## config.mk

```make
export PLATFORM = sky130hd
export DESIGN_NAME = frame_flip_scheduler
export DESIGN_NICKNAME = d
export VERILOG_FILES = /design/src/rtl/frame_flip_scheduler.sv
export SDC_FILE = /design/constraint.sdc
export NUM_CORES = 1
export LEC_CHECK = 0
export ABC_AREA = 0
export BUFFER_PORTS_ARGS = -buffer_cell sky130_fd_sc_hd__buf_2
export CAP_MARGIN = 15
export CELL_PAD_IN_SITES_DETAIL_PLACEMENT = 0
export CELL_PAD_IN_SITES_GLOBAL_PLACEMENT = 2
export CORE_UTILIZATION = 26
export DETAILED_ROUTE_END_ITERATION = 8
export GPL_ROUTABILITY_DRIVEN = 0
export PLACE_DENSITY = 0.86
export SKIP_LAST_GASP = 1
export SYNTH_ARGS = -nofsm -noshare
export SYNTH_HDL_FRONTEND = slang
export SYNTH_SLANG_ARGS = --single-unit
```

## constraint.sdc

```tcl
create_clock -name clk -period 2.33 [get_ports clk]
set_clock_uncertainty 0.2 [all_clocks]
set_input_delay 0.1165 -clock clk [delete_from_list [all_inputs] [get_ports clk]]
set_output_delay 0.1165 -clock clk [all_outputs]
set_load 0.01 [all_outputs]
```

## src/rtl/frame_flip_scheduler.sv

```systemverilog
// Double-buffer flip scheduler: grants the back buffer to the loader and swaps banks at frame boundaries.
// Latency 1 cycle (all outputs registered); overrun loaded pulses are dropped. Optional stats via FLIP_STATS_EN.
// Backpressure: ready deasserts while a loaded frame waits for its swap.
module frame_flip_scheduler #(
    parameter int MIN_REPEAT   = 1,
    parameter int STALE_FRAMES = 255,
    parameter int CNT_WIDTH    = 16
) (
    input  logic                 clk,
    input  logic                 rst,
    input  logic                 frame_complete,
    input  logic                 loaded,
    output logic                 flip,
    output logic                 ready,
    output logic                 pending,
    output logic                 stale,
    input  logic                 stat_clr,
    output logic [CNT_WIDTH-1:0] stat_flips,
    output logic [CNT_WIDTH-1:0] stat_overruns
);
    localparam int SHW = $clog2(MIN_REPEAT + 1);
    localparam int STW = (STALE_FRAMES > 0) ? $clog2(STALE_FRAMES + 1) : 1;
    localparam logic [SHW-1:0] SH_MAX = SHW'(MIN_REPEAT);
    localparam logic [STW-1:0] ST_MAX = STW'(STALE_FRAMES);

    typedef enum logic {
        LOADING = 1'b0,
        PENDING = 1'b1
    } state_t;

    state_t         state_q, state_d;
    logic [SHW-1:0] shown_cnt;
    logic [STW-1:0] stale_cnt;
    logic           avail;
    logic           repeat_ok;
    logic           swap;
    logic           overrun;

    // A frame loaded in the same cycle as a boundary can be swapped straight in.
    assign avail     = (state_q == PENDING) || loaded;
    assign repeat_ok = (int'(shown_cnt) + 1) >= MIN_REPEAT;
    assign swap      = frame_complete && repeat_ok && avail;
    assign overrun   = loaded && (state_q == PENDING);

    always_comb begin
        state_d = state_q;
        if (swap)
            state_d = LOADING;
        else if ((state_q == LOADING) && loaded)
            state_d = PENDING;
    end

    always_ff @(posedge clk or posedge rst) begin
        if (rst)
            state_q <= LOADING;
        else
            state_q <= state_d;
    end

    assign ready   = (state_q == LOADING);
    assign pending = (state_q == PENDING);

    always_ff @(posedge clk or posedge rst) begin
        if (rst) begin
            flip      <= 1'b0;
            shown_cnt <= '0;
        end else if (swap) begin
            flip      <= ~flip;
            shown_cnt <= '0;
        end else if (frame_complete && (shown_cnt != SH_MAX)) begin
            shown_cnt <= shown_cnt + 1'b1;
        end
    end

    // stale is set on the same edge that brings stale_cnt to its limit.
    always_ff @(posedge clk or posedge rst) begin
        if (rst) begin
            stale_cnt <= '0;
            stale     <= 1'b0;
        end else if (swap) begin
            stale_cnt <= '0;
            stale     <= 1'b0;
        end else if (frame_complete && (STALE_FRAMES != 0)) begin
            if (stale_cnt != ST_MAX)
                stale_cnt <= stale_cnt + 1'b1;
            if ((int'(stale_cnt) + 1) >= STALE_FRAMES)
                stale <= 1'b1;
        end
    end

`ifdef FLIP_STATS_EN
    always_ff @(posedge clk or posedge rst) begin
        if (rst) begin
            stat_flips    <= '0;
            stat_overruns <= '0;
        end else if (stat_clr) begin
            stat_flips    <= '0;
            stat_overruns <= '0;
        end else begin
            if (swap && (stat_flips != '1))
                stat_flips <= stat_flips + 1'b1;
            if (overrun && (stat_overruns != '1))
                stat_overruns <= stat_overruns + 1'b1;
        end
    end
`else
    logic unused_stats;
    assign unused_stats  = stat_clr ^ overrun;
    assign stat_flips    = '0;
    assign stat_overruns = '0;
`endif

endmodule

```

==> summary.md, run 1 <==
| Metric | Value |
|---|---|
| Worst setup SP type | flip-flop |
| Initial antenna violation count | 0 |
| Dpl cells | 156 |
| Number of port buffers | 7 |
| Post-DP HPWL | 1240 um |
| Net Switching | roughly 0.14 mW |
| Total GRT Usage | 9.60% |
| R2R Setup Slk | 390 ps |
| DRT Wirelength | 1660 um |
| Cts bufs inserted | 3 |
| Clock sinks | 11 |
| H-tree levels | 1 |
| Avg Synthesized Cell Area | 8.74 um^2 |
| Peak Freq | 516 MHz |
| Clk pwr share | around 30% |
| Worst setup path startpoint | stale_cnt[0] |
| Post CTS Setup Buffer Count | 0 |
| Logic pwr share | 20.0% |
| R2r endpoint | stale_cnt[3] |
| CTS tree | built |
| FP Rows | 21 |
| Starting Density | 27.6% |
| P_leak | 0.429 nW |
| I/O pin count | 41 |
| Worst Setup Path Type | flip-flop to flip-flop |
| Distinct cell type count after synthesis | 37 |
| Worst EP required | 2340 ps |
| Reg2reg start | stale_cnt[0] |
| Outcome | finished, final reports clean |
| Via density | 4.20 |
| Placed inst area | between 800 and 900 um^2 |
| Crit-path max FO | 9 |
| Power Internal | around 0.30 mW |
| CTS root buf | clkbuf_4 |
| Remaining Overflow, GRT | 0 |
| Drt pass-1 iters | 4 |
| Post-Synthesis Cells | 107 |
| Crit. End Element | flip-flop |
| Die Ht | ~62 um |
| DR iter-0 viols | 37 |
| Clk Latency, worst-skew pair | approximately 270 ps |
| Final instance area | around 940 um^2 |
| Switching share of total power | 32.0% |
| Final Hold Violating Endpoints | 0 |
| Unrepaired setup endpoints after global routing | no |
| Largest net degree at the start of global routing | 16 |
| Hold bufs inserted after CTS | 3 |
| Post-CTS sizing | 0 |
| Worst r2r path cells | 5 |
| Max Slew Vio Count | 0 |
| Die Footprint | between 3000 and 4000 um^2 |
| Post-layout power | approximately 0.44 mW |
| Synth Register Bits | 11 |
| Fin cells | 163 |
| # Max-Cap Violations | 0 |
| Syn Std Cell Area | 935 um^2 |
| Share of cells above drive strength 1 | between 10% and 20% |
| Worst-path clk slew | about 70 ps |
| WL per Instance | 10.2 um |
| Synth warnings | 0 |
| Crit path to | stale_cnt[3] |
| Post-route antenna net violation count | 0 |
| VDD IR max | 0.000122 V |
| Diodes inserted | 0 |
| CP Data Arrival Time | around 2000 ps |
| PwrDens | ~470 nW/um^2 |
| Sequential power share | between 40% and 50% |
| Crit share post-route | 83.1% |
| DRC viols | 0 |
| Register area share after synthesis | between 20% and 30% |
| Final Critical Period | 1940 ps |
| TNS Setup | 0 ps |
| CTS max path bufs | 2 |
| Fin nets | roughly 130 |
| Hold Slack | 10.9 ps |
| Vias | 684 |
| First-pass GRT wire length | 2740 um |
| Core ar. | 3390 um^2 |
| Hold WC Path Type | input port to flip-flop |
| Syn-to-layout area delta | 0.937% |
| DIE WIDTH | 62.0 um |
| Vias in the first global route | 603 |
| Final setup viols | 0 |
## final cells by class
type	instances	area [um^2]
Clock buffer	4	26.3
Inverter	6	22.5
Timing Repair Buffer	10	65.1
Fill cell	368	2450
Tap cell	46	57.6
Multi-Input combinational cell	86	497
Sequential cell	11	275
## placed cells by master (no fill, tap or decap), types with 2 or more instances in the layout
cell	instances
buf_2	7
nand2b_1	2
o41ai_1	3
a41oi_1	2
conb_1	32
inv_1	6
o21ai_0	5
dlygate4sd3_1	3
nand3_1	4
nand2_1	5
a31oi_1	2
ha_1	2
dfrtp_1	11
a21oi_1	5
clkbuf_4	3
nor2_1	3
## through the flow
step           util [%]  worst slack [ps]
2_1_floorplan         -               534
5_1_grt            27.8               194
4_1_cts            27.8               396
3_3_place_gp       26.2               415
3_5_place_dp       26.2               419
6_report           27.8               393
## cells in the mapped netlist (all sizes together)
master   count  share of area [%]
or4b         1                1.1
xor2         1               0.94
nor2b        1               0.67
nand2b       2                1.3
ha           2                2.7
o21ai        6                3.2
a31oi        2                1.3
nand4        1                1.3
o211ai       1               0.80
o32ai        1               0.94
clkbuf       1               0.40
a311oi       1               0.94
a22oi        1               0.80
dfrtp       11                 29
o31ai        1               0.80
nor2         5                3.1
a21boi       1               0.80
a41oi        2                1.9
xnor2        1               0.94
nor4b        1                1.6
buf         34                 27
o41ai        3                2.8
o21ba        1                1.1
o2111ai      1               0.94
nand2        5                2.0
a21oi        5                2.7
and3         1               0.67
conb         1               0.40
nand3        5                3.2
and4         1                1.1
and2         1               0.67
inv          6                2.4
## sequential cells by signal, indices dropped and copies added (netlist names)
name       count
stale          1
stale_cnt      8
flip           1
pending        1
## how the worst min path moves through the flow
stage                   start      endpoint  depth (start not counted)
2_1_floorplan             rst          flip                          1
3_3_place_gp              rst          flip                          2
3_5_place_dp              rst          flip                          2
4_1_cts        frame_complete  stale_cnt[4]                          2
5_1_grt        frame_complete  stale_cnt[4]                          2
6_report       frame_complete  stale_cnt[4]                          2
## layer usage
layer  up-vias  wire [um]  GRT usage, %
met5         -          0             0
met4         0          0          1.27
met3         0         88          3.93
met2        23        811          15.3
met1       328        761          12.4
li1        333          -             -
## cells by family (layout without fill, tap and decap cells)
logic type                 after synthesis  after routing  share of synthesized area [%]
buffers and inverters                   41             20                           29.9
AOI/OAI and AO/OA                       26             26                           19.0
and+or+nand+nor                         24             24                           16.7
DFF                                     11             11                           29.5
adders and majority gates                2              2                           2.68
xor gates and xnor gates                 2              2                           1.87
other                                    1             32                          0.401
## power by group through the flow
stage          clock network, mW  logic [mW]  registers [mW]
2_1_floorplan                  0      0.0958           0.226
3_3_place_gp                   0      0.0830           0.223
3_5_place_dp                   0      0.0837           0.223
4_1_cts                    0.136      0.0883           0.220
5_1_grt                    0.148       0.101           0.222
6_report                   0.132      0.0883           0.220
## critical path, stage by stage (launching register included)
cell and delay (ps):
dfrtp_1 460, ha_1 340, nand4_2 200, nor2_2 80, or4b_1 510, nand3_1 80
(Power assumes the default switching activity.)
==> run 2: changes to the inputs <==
Clock period 2.33 ns to 1.96 ns, I/O delays scaled along.
==> run 2 against run 1 <==
- final cell count is 1.2% higher
- utilization is 0.44 points higher
- critical path depth did not move
- non-clock buffer count is 2 higher
- worst setup slack lost 180 ps
- sequential cell count is the same
- first-iteration DRC count rose by 24%
- count of clock-buffer cells in the layout stayed put
- sequential power grew 16%
- final area increased by 1.6%
- power rose by 21%
- sequential share of layout area decreased by 0.46 points
- largest power group unchanged
==> summary.md, run 2 (same netlist as run 1, synthesis figures left out) <==
| Metric | Value |
|---|---|
| Outcome | finished, final reports clean |
| Crit share post-route | 89.3% (+6.2 points) |
| I/O pin count | 41 (unchanged) |
| Dpl cells | 159 (+1.9%) |
| Post-DP HPWL | 1230 um (-0.90%) |
| Final setup viols | 0 (unchanged) |
| Unrepaired setup endpoints after global routing | no |
| Starting Density | 27.6% (unchanged) |
| WL met2 | 808 um (-0.37%) |
| Crit-path max cell delay | 500 ps (about the same) |
| DIE WIDTH | 62.0 um (unchanged) |
| Core ar. | 3390 um^2 (unchanged) |
| DR iter-0 viols | 46 (+24%) |
| CP Data Arrival Time | 1770 ps (-180 ps) |
| PwrDens | 557 nW/um^2 (+19%) |
| Via density | 4.28 (+2.0%) |
| Post-Route M1 WL | 759 um (-0.26%) |
| Max reg flops | 8 (unchanged) |
| Fin nets | 127 (+1.6%) |
| Metal3 WL | 110 um (+25%) |
| Clock sinks | 11 (unchanged) |
| Max Slew Vio Count | 0 (unchanged) |
| Crit-path max FO | 9 (unchanged) |
| Worst-path clk slew | 70 ps (about the same) |
| Most flops, register | stale_cnt |
| CTS tree | built |
| CP max-delay cell | or4b_1 |
| Initial antenna violation count | 0 (unchanged) |
| Most frequent cells in the layout | conb_1, dfrtp_1, buf_2, inv_1 |
| VDD IR max | 0.000174 V (+42%) |
| WL per Instance | 10.2 um (-0.20%) |
| Die Footprint | 3840 um^2 (unchanged) |
| Worst EP required | 1980 ps (-360 ps) |
| Share of cells above drive strength 1 | 16.8% (+3.1 points) |
| Peak Freq | 571 MHz (+11%) |
| H-tree levels | 1 (unchanged) |
| P_leak | 0.437 nW (+1.8%) |
| First-pass GRT wire length | 2580 um (-5.8%) |
| Worst-path cell chain | ha_2 > nand4_2 > nor2_2 > or4b_1 > nand3_1 |
| # Max-Cap Violations | 0 (unchanged) |
| Final Critical Period | 1750 ps (-186 ps) |
| Die Ht | 62.0 um (unchanged) |
| Commonest non-fill, non-tap cell in the layout | conb_1 |
| CTS max path bufs | 2 (unchanged) |
| Drt pass-1 iters | 4 (unchanged) |
| Diodes inserted | 0 (unchanged) |
| DRT Wirelength | 1680 um (+1.0%) |
| Crit. End Element | flip-flop |
| Post-route antenna net violation count | 0 (unchanged) |
| Total GRT Usage | 9.22% (-0.37 points) |
| DRC viols | 0 (unchanged) |
| TNS Setup | 0 ps (unchanged) |
| Worst setup SP type | flip-flop |
| Remaining Overflow, GRT | 0 (unchanged) |
| Hold Slack | 3.20 ps (-7.70 ps) |
| Vias | 706 (+3.2%) |
| Uppermost layer routed | met3 |
| Clk Latency, worst-skew pair | 270 ps (about the same) |
| Largest net degree at the start of global routing | 16 (unchanged) |
| Final Hold Violating Endpoints | 0 (unchanged) |
| Fin cells | 165 (+1.2%) |
| FP Rows | 21 (unchanged) |
| CTS root buf | clkbuf_4 |
| Hold WC Path Type | input port to flip-flop |
| Number of port buffers | 7 (unchanged) |
| Vias in the first global route | 584 (-3.2%) |
| Syn-to-layout area delta | 2.54% |
| Cts bufs inserted | 3 (unchanged) |
| Worst Setup Path Type | flip-flop to flip-flop |
[run 2: changes by cell type in the layout (fill, tap and decap cells not counted), sizes merged]
cell / before / now
dlygate4sd3: 3 / 2
buf: 7 / 10
[run 2: path summary, 6_finish.rpt]
kind / slack [ps] / cells past startpoint / from / end
setup / recovery: 210 / 5 / stale_cnt[0] / stale_cnt[3]
hold / removal: 3 / 4 / loaded / stale_cnt[1]
setup reg to reg: 210 / 5 / stale_cnt[0] / stale_cnt[3]
hold reg to reg: 270 / 1 / flip / flip
max in group asynchronous: 1100 / 3 / rst / stale_cnt[5]
min in group asynchronous: 150 / 3 / rst / stale_cnt[1]
[run 2: where the power goes]
part / internal [mW] / switching (mW) / leakage [nW] / total [mW]
clock: 0.0789 / 0.0812 / 0.0150 / 0.160
combinational: 0.0391 / 0.0788 / 0.274 / 0.118
sequential: 0.244 / 0.0123 / 0.149 / 0.256
total: 0.362 / 0.172 / 0.437 / 0.534
[run 2: per-layer routing]
metal  vias up  track usage, %
li1        337               -
met2        29            15.0
met1       340            11.7
met3         0            3.73
met4         0            1.27
met5         -               0
[run 2: what timing repair did]
action | CTS | global route
gates resized for setup | 0 | 1
endpoints found under the setup margin | 0 | 1
hold endpoints to repair | 12 | 0
hold buffers | 2 | 0
setup buffers | 0 | 0
[run 2: critical path, delay by kind of cell (launching register included)]
family	cells	cell delay, ps
and+or+nand+nor	4	850
adders and majority gates	1	250
DFF	1	390
[run 2: per-stage QoR]
| stage | instance area, um^2 | power, mW | utilization, % | setup slack (ps) |
|---|---|---|---|---|
| after floorplan | 1050 | 0.383 | - | 164 |
| after global placement | 910 | 0.373 | 26.8 | 161 |
| after detailed placement | 910 | 0.375 | 26.8 | 139 |
| after CTS | 956 | 0.537 | 28.2 | 116 |
| after global routing | 958 | 0.567 | 28.3 | 104 |
| final | 958 | 0.534 | 28.3 | 209 |
[run 2: cell type report]
class	instances	area, um^2
clock buffer	4	26.3
fill	360	2430
inverter	6	22.5
multi-input combinational	86	499
sequential	11	275
tap	46	57.6
timing repair buffer	12	77.6
==> run 3: changes to the inputs <==
Settings changed: BUFFER_PORTS_ARGS -buffer_cell sky130_fd_sc_hd__buf_2 to -buffer_cell sky130_fd_sc_hd__buf_4.
==> run 3 against run 2 <==
- sequential power about the same
- fmax decreased by 4.1%
- via count fell by 1.8%
- power rose by 2.0%
- sequential cell count stayed put
- critical endpoint unchanged
==> summary.md, run 3 (same netlist as run 1, synthesis figures left out) <==
| Metric | Value |
|---|---|
| Final Critical Period | 1830 ps (+75.0 ps) |
| Total GRT Usage | 9.26% (+0.031 points) |
| Worst-path clk slew | 70 ps (about the same) |
| Final setup viols | 0 (unchanged) |
| Worst setup SP type | flip-flop |
| Number of port buffers | 7 (unchanged) |
| Post-CTS sizing | 0 (unchanged) |
| Outcome | finished, final reports clean |
| Peak Freq | 548 MHz (-4.1%) |
| Crit share post-route | 93.2% (+3.8 points) |
| Crit. End Element | flip-flop |
| WL per Instance | 10.2 um (-0.19%) |
| Post-route antenna net violation count | 0 (unchanged) |
| FP Rows | 21 (unchanged) |
| Post-DP HPWL | 1270 um (+3.8%) |
| Vias in the first global route | 577 (-1.2%) |
| Clk Latency, worst-skew pair | 270 ps (about the same) |
| Die Footprint | 3840 um^2 (unchanged) |
| Max Slew Vio Count | 0 (unchanged) |
| DRT Wirelength | 1690 um (+0.42%) |
| TNS Setup | 0 ps (unchanged) |
| Drt pass-1 iters | 4 (unchanged) |
| Filler Cell Count | 366 (+1.7%) |
| Placed inst area | 927 um^2 (+1.9%) |
| Most flops, register | stale_cnt |
| Largest net degree at the start of global routing | 16 (unchanged) |
| Diodes inserted | 0 (unchanged) |
| Final Hold Violating Endpoints | 0 (unchanged) |
| Worst Setup Path Type | flip-flop to flip-flop |
| Starting Density | 27.6% (unchanged) |
| Initial antenna violation count | 0 (unchanged) |
| Logic pwr share | 23.5% (+1.4 points) |
| Fin nets | 128 (+0.79%) |
| Unrepaired setup endpoints after global routing | no |
| Syn-to-layout area delta | 5.22% |
| Commonest non-fill, non-tap cell in the layout | conb_1 |
| I/O pin count | 41 (unchanged) |
| Max reg flops | 8 (unchanged) |
| Worst slack, placed | 144 ps (+5.84 ps) |
| DIE WIDTH | 62.0 um (unchanged) |
| Setup ws final | 134 ps (-75.0 ps) |
| Die Ht | 62.0 um (unchanged) |
| CTS root buf | clkbuf_4 |
| Vias | 693 (-1.8%) |
| Hold Slack | 177 ps (+173 ps) |
| Hold WC Path Type | input port to async pin |
| CP Data Arrival Time | 1840 ps (+70 ps) |
| Final instance area | 983 um^2 (+2.6%) |
| CTS max path bufs | 2 (unchanged) |
| Most frequent cells in the layout | conb_1, dfrtp_1, buf_4, inv_1 |
| Sequential power share | 47.1% (-0.8 points) |
| PwrDens | 554 nW/um^2 (-0.57%) |
| Crit-path max FO | 9 (unchanged) |
| Share of cells above drive strength 1 | 15.8% (-0.97 points) |
| DR iter-0 viols | 47 (+2.2%) |
| H-tree levels | 1 (unchanged) |
| First-pass GRT wire length | 2640 um (+2.1%) |
| Worst EP required | 1980 ps (about the same) |
| DRC viols | 0 (unchanged) |
| Power Internal | 0.371 mW (+2.7%) |
| Switching share of total power | 31.8% (-0.43 points) |
| VDD IR max | 0.000147 V (-15%) |
| Net Switching | 0.174 mW (+0.68%) |
| Clk pwr share | 29.4% (-0.6 points) |
| P_leak | 0.449 nW (+2.7%) |
| Via density | 4.17 (-2.4%) |
| Cts bufs inserted | 3 (unchanged) |
| Remaining Overflow, GRT | 0 (unchanged) |
| CTS tree | built |
| Clock sinks | 11 (unchanged) |
| # Max-Cap Violations | 0 (unchanged) |
| Core ar. | 3390 um^2 (unchanged) |
## run 3: metal layers
| metal | part of all wire (%) | GRT usage, % |
|---|---|---|
| met3 | 6.0 | 3.73 |
| met1 | 44 | 11.7 |
| met5 | 0 | 0 |
| met4 | 0 | 0 |
| met2 | 50 | 15.8 |
## run 3: repair_timing
item                                    CTS  global route
hold endpoints to repair                 18             0
setup buffers                             0             0
hold buffers                              3             0
endpoints found under the setup margin    0             0
## run 3: stage by stage
stage / cells / power [mW] / util, %
4_1_cts: 166 / 0.547 / 29.0
3_3_place_gp: 159 / 0.382 / 27.4
6_report: 166 / 0.545 / 29.0
3_5_place_dp: 159 / 0.385 / 27.4
2_1_floorplan: 138 / 0.383 / -
5_1_grt: 166 / 0.581 / 29.0
## run 3: power groups by stage
stage	combinational, mW	sequential [mW]	clock (mW)
6_report	0.128	0.257	0.160
5_1_grt	0.144	0.260	0.177
4_1_cts	0.128	0.257	0.162
3_5_place_dp	0.124	0.261	0
3_3_place_gp	0.122	0.260	0
2_1_floorplan	0.114	0.269	0
## run 3: worst max-delay path, stage by stage, from the launching register on
cell	delay, ps
dfrtp_1	380
ha_1	310
nand4_2	200
nor2_2	80
or4b_1	510
nand3_1	80
## run 3: layout make-up
type                    count  area (um^2)  share of cell area [%]
flip-flops and latches     11          275                    28.0
inverters                   6         22.5                    2.29
clock buffers               4         26.3                    2.67
multi-input cells          86          497                    50.5
repair buffers             13          105                    10.7
well taps                  46         57.6                    5.85
## run 3: worst paths after layout
path                         startpoint  depth (start not counted)  slack [ps]      endpoint
max                        stale_cnt[0]                          5         130  stale_cnt[3]
min                                 rst                          3         180  stale_cnt[0]
max reg2reg                stale_cnt[0]                          5         130  stale_cnt[3]
min reg2reg                        flip                          1         280          flip
max in group asynchronous           rst                          3        1080  stale_cnt[6]
min in group clk                   flip                          1         280          flip
